**src/rtl/df_addsub_if.sv**
```systemverilog
// df_addsub_if: operand/result bundle for df_addsub_pipe.
interface df_addsub_if #(parameter int WIDTH = 9);
    logic en, in_valid, sub, out_valid, carry_out, ovf;
    logic [WIDTH-1:0] a, b, out;
    modport master(output en, in_valid, a, b, sub, input out_valid, out, carry_out, ovf);
    modport slave(input en, in_valid, a, b, sub, output out_valid, out, carry_out, ovf);
endinterface

```
**src/rtl/df_addsub_pipe.sv**
```systemverilog
// df_addsub_pipe: carry-split pipelined add/sub, one SEGMENTS slice per stage.
// Define DF_ADDSUB_SAT_EN to saturate the result on signed overflow.
module df_addsub_pipe #(
    parameter int WIDTH    = 9,
    parameter int SEGMENTS = 3
) (
    input logic         clk,
    input logic         rst_n,
    df_addsub_if.slave  bus
);
    localparam int SW = WIDTH / SEGMENTS;
    localparam int L  = SEGMENTS - 1;

    if (WIDTH % SEGMENTS != 0) begin : g_bad
        $error("WIDTH must be a multiple of SEGMENTS");
    end

    logic [SEGMENTS-1:0] v, c, xv, xc, co;
    logic [SEGMENTS-1:0][WIDTH-1:0] pa, pb, ps, xa, xb, xs;
    logic [SEGMENTS-1:0][SW:0] sum;
    logic ovf_d, ovf_q;

    // x* are the inputs each stage sees; xs becomes the next partial result
    always_comb begin
        xa[0] = bus.a;
        xb[0] = bus.b ^ {WIDTH{bus.sub}};
        xc[0] = bus.sub;
        xv[0] = bus.in_valid;
        xs[0] = '0;
        for (int k = 1; k < SEGMENTS; k++) begin
            xa[k] = pa[k-1];
            xb[k] = pb[k-1];
            xc[k] = c[k-1];
            xv[k] = v[k-1];
            xs[k] = ps[k-1];
        end
        for (int k = 0; k < SEGMENTS; k++) begin
            sum[k] = {1'b0, xa[k][k*SW +: SW]} + {1'b0, xb[k][k*SW +: SW]} + {{SW{1'b0}}, xc[k]};
            co[k] = sum[k][SW];
            xs[k][k*SW +: SW] = sum[k][SW-1:0];
        end
        ovf_d = (xa[L][WIDTH-1] == xb[L][WIDTH-1]) && (sum[L][SW-1] != xa[L][WIDTH-1]);
`ifdef DF_ADDSUB_SAT_EN
        if (ovf_d) xs[L] = {xa[L][WIDTH-1], {(WIDTH-1){~xa[L][WIDTH-1]}}};
`endif
    end

    always_ff @(posedge clk or negedge rst_n)
        if (!rst_n) begin
            v     <= '0;
            c     <= '0;
            pa    <= '0;
            pb    <= '0;
            ps    <= '0;
            ovf_q <= 1'b0;
        end else if (bus.en) begin
            v     <= xv;
            c     <= co;
            pa    <= xa;
            pb    <= xb;
            ps    <= xs;
            ovf_q <= ovf_d;
        end

    assign bus.out_valid = v[L];
    assign bus.out       = ps[L];
    assign bus.carry_out = c[L];
    assign bus.ovf       = ovf_q;
endmodule
```
**src/flat_wrapper.sv**
```systemverilog
// flat-port wrapper written by rule: the top's interface ports become plain ports
module df_addsub_pipe_flat 
#(
    parameter int WIDTH    = 9,
    parameter int SEGMENTS = 3
)
  (clk, rst_n, bus_en, bus_in_valid, bus_a, bus_b, bus_sub, bus_out_valid, bus_out, bus_carry_out, bus_ovf);
  df_addsub_if #(.WIDTH(WIDTH)) bus_i ();
  input logic clk;
  input logic rst_n;
  input wire logic [$bits(bus_i.en)-1:0] bus_en;
  input wire logic [$bits(bus_i.in_valid)-1:0] bus_in_valid;
  input wire logic [$bits(bus_i.a)-1:0] bus_a;
  input wire logic [$bits(bus_i.b)-1:0] bus_b;
  input wire logic [$bits(bus_i.sub)-1:0] bus_sub;
  output wire logic [$bits(bus_i.out_valid)-1:0] bus_out_valid;
  output wire logic [$bits(bus_i.out)-1:0] bus_out;
  output wire logic [$bits(bus_i.carry_out)-1:0] bus_carry_out;
  output wire logic [$bits(bus_i.ovf)-1:0] bus_ovf;
  assign bus_i.en = bus_en;
  assign bus_i.in_valid = bus_in_valid;
  assign bus_i.a = bus_a;
  assign bus_i.b = bus_b;
  assign bus_i.sub = bus_sub;
  assign bus_out_valid = bus_i.out_valid;
  assign bus_out = bus_i.out;
  assign bus_carry_out = bus_i.carry_out;
  assign bus_ovf = bus_i.ovf;
  df_addsub_pipe #(.WIDTH(WIDTH), .SEGMENTS(SEGMENTS)) u_core (.clk(clk), .rst_n(rst_n), .bus(bus_i));
endmodule
```
**config.mk**
```make
export PLATFORM = sky130hd
export DESIGN_NAME = df_addsub_pipe_flat
export DESIGN_NICKNAME = d
export VERILOG_FILES = /design/src/rtl/df_addsub_if.sv /design/src/rtl/df_addsub_pipe.sv /design/src/flat_wrapper.sv
export SDC_FILE = /design/constraint.sdc
export NUM_CORES = 1
export LEC_CHECK = 0
export CAP_MARGIN = 0
export CORE_ASPECT_RATIO = 1.5
export CORE_UTILIZATION = 52
export CTS_CLUSTER_DIAMETER = 120
export DETAILED_ROUTE_END_ITERATION = 8
export GPL_ROUTABILITY_DRIVEN = 0
export PLACE_DENSITY = 0.78
export SYNTH_ARGS = -nofsm -noshare
export SYNTH_HDL_FRONTEND = slang
export SYNTH_SLANG_ARGS = --single-unit
```
**constraint.sdc**
```tcl
create_clock -name clk -period 2.5 [get_ports clk]
set_clock_uncertainty 0.1 [all_clocks]
set_input_delay 0.5 -clock clk [delete_from_list [all_inputs] [get_ports clk]]
set_output_delay 0.5 -clock clk [all_outputs]
set_load 0.02 [all_outputs]
```
==> results.yml <==
status:
  status: "complete, no violations"
floorplanning:
  die_h_um: 79.29
  coreArea_um2: 3750
  start_util_pct: 55.22
  ioPinCount: 35
  rows: 27
  die_area_um2: 4244
  fp.dieW_um: 53.53
cells_and_area:
  final_cell_area_um2: 2486
  stdcell_count: 233
  antenna-diode-count: 0
  drive_gt1_share_pct: 25.79
  nets: 223
  syn_to_final_growth_pct: 20.06
sta:
  tightest_slew_ns: 0.3337
  final-hold-violation-count: 0
  setup_viol: 0
  slew_violations: 0
  fmax_ghz: 0.4975
  relSlewSlack_pct: 77.76
  fin_crit_ns: 2.010
  rsz0062_at_grt: "no"
  finalSetupTns_ns: 0
  fin_crit_sh_pct: 80.40
clocking:
  ctsLongestPathBuffers: 2
  cts_tree: "done"
  numCtsBuffers: 5
  cts_sinks: 43
  clk_pin_slew_ns: 0.08
  post-cts-setup-buffer-count: 0
  htree_levels: 2
  clock_latency_ns: 0.29
  root_buffer: "clkbuf_8"
detailed_routing:
  antenna_left: 0
  wire_per_inst_um: 14.12
  route.detailed.drc: 0
  routed_wl_um: 3291
  viasPerCell: 5.060
  firstDrtPassIters: 3
  first_iter_violations: 21
  vias: 1179
pwr:
  ir_drop_v: 0.0005956
  power_leakage_uw: 0.001077
  powerDensity_nw_per_um2: 865.0
place:
  place_hpwl_um: 2457
  place_area_um2: 2359
  place_inst: 224
  io_buffers: 34
worst_setup_path:
  arrival_ns: 2.09
  end_kind: "flip-flop"
  cp_max_fo: 5
  cp.required_ns: 2.58
  cp-start-kind: "input port"
  crit_type: "input port to flip-flop"
yosys:
  synth.area.top_cells: "dfrtp_1 (52%), mux2_2 (15%), fa_1 (4.8%)"
  synth_area_per_cell_um2: 13.02
  syn_nets: 193
  ys_warn_count: 0
  synth_edf_count: 0
  syn_area_um2: 2071
  syn-instance-count: 159
  synth-seq-cells: 43
  async_flop_share_pct: 100.0
  synth_seq_area_share_pct: 51.96
  yosys-top-cells-count: "dfrtp_1 (43), mux2_2 (27), nor2_1 (12)"
  synth_top_area_cell: "dfrtp_1"
  yosysMostFrequentCell: "dfrtp_1"
  synthFlopType: "dfrtp_1"
  yosys.cell_types.count: 19
  yosys.area.top_type_share_pct: 51.96
grt:
  grt_pass1_vias: 1388
  grt_max_degree: 59
  grt_pass1_wl_um: 5796
  grt_overflow_total: 0
  grt_antenna_before_repair: 0
  grt_usage_pct: 19.24
job:
  cap_violations: 0
min_path:
  min_path_type: "flip-flop to flip-flop"
==> cell type report <==
| cell class | instances | area (um2) |
|---|---|---|
| multi-input combinational | 91 | 822.0 |
| clock buffer | 6 | 82.58 |
| timing repair buffer | 39 | 382.9 |
| clock inverter | 2 | 35.03 |
| sequential | 43 | 1076 |
| fill | 291 | 1264 |
| inverter | 9 | 33.78 |
| tap | 43 | 53.80 |
==> registers in the layout (all words and copies together) (netlist names) <==
register,count
u_core.ps,9
u_core.v,3
u_core.bus.ovf,1
u_core.c,3
u_core.pa,9
u_core.bus.out,9
u_core.pb,9
==> routing by layer <==
metal | GRT usage (%) | part of all wire, % | routed length (um)
met1 | 20.15 | 39 | 1292
met2 | 33.50 | 54 | 1791
met3 | 3.640 | 3.1 | 101
met4 | 12.11 | 3.2 | 106
met5 | 0 | 0 | 0
==> per-stage QoR <==
step	hold WS (ns)	util, %	total power, uW	setup WS, ns
after floorplan	0.1044	-	1431	0.7092
after global routing	0.4300	66.30	2282	0.3981
after detailed placement	0.3260	62.90	1625	0.1673
final	0.3930	66.30	2151	0.4899
after CTS	0.3985	66.30	2183	0.4804
after global placement	0.3110	62.90	1584	0.2298
==> worst paths after layout <==
path | to | slack (ns) | depth (start not counted) | startpoint
setup / recovery | u_core.ps[1] | 0.49 | 4 | bus_sub
hold / removal | u_core.pa[15] | 0.39 | 2 | u_core.pa[6]
setup reg to reg | u_core.bus.ovf | 0.62 | 7 | u_core.pb[15]
hold reg to reg | u_core.pa[15] | 0.39 | 2 | u_core.pa[6]
max in group asynchronous | u_core.ps[11] | 1.20 | 3 | rst_n
min in group asynchronous | u_core.bus.out[6] | 0.53 | 2 | rst_n
==> what timing repair did <==
action                    CTS  global route
hold buffers                1             0
hold endpoints to repair    4             0
gates resized for setup     0             0
==> cells by family after synthesis <==
kind of cell / Yosys count / share of synthesized area [%]
flip-flops: 43 / 51.96
XOR/XNOR: 13 / 5.499
AO/OA/AOI/OAI: 19 / 6.163
adder cells (fa/ha/maj): 11 / 8.459
buffers and inverters: 25 / 8.338
multiplexers: 30 / 16.13
AND/OR/NAND/NOR: 18 / 3.444
==> where the power goes <==
part / leakage (uW) / total, uW / switching, uW / internal, uW
registers: 0.000497 / 955 / 92.4 / 862
clock network: 0.0000612 / 550 / 227 / 323
logic: 0.000519 / 646 / 294 / 352
==> worst max-delay path, cell delays in order <==
cell,delay (ns)
clkdlybuf4s50_1,0.61
xor2_1,0.27
fa_1,0.45
mux2_2,0.27
==> placed cells by master, fill, tap and decap left out <==
| master | count |
|---|---|
| buf_2 | 2 |
| a21oi_2 | 7 |
| o21ai_0 | 3 |
| xor2_1 | 2 |
| dfrtp_1 | 43 |
| nor2_1 | 12 |
| a21oi_1 | 7 |
| nand2_1 | 4 |
| a21o_1 | 1 |
| clkbuf_8 | 6 |
| clkdlybuf4s50_1 | 32 |
| buf_4 | 3 |
| bufinv_16 | 1 |
| ha_1 | 6 |
| nand2b_1 | 1 |
| buf_12 | 1 |
| nand3_1 | 1 |
| inv_1 | 9 |
| xnor2_1 | 11 |
| dlygate4sd3_1 | 1 |
| fa_1 | 5 |
| o21ai_2 | 1 |
| mux2i_1 | 3 |
| clkinv_2 | 1 |
| mux2_2 | 27 |
No activity file was read; power rests on OpenSTA's default activity.
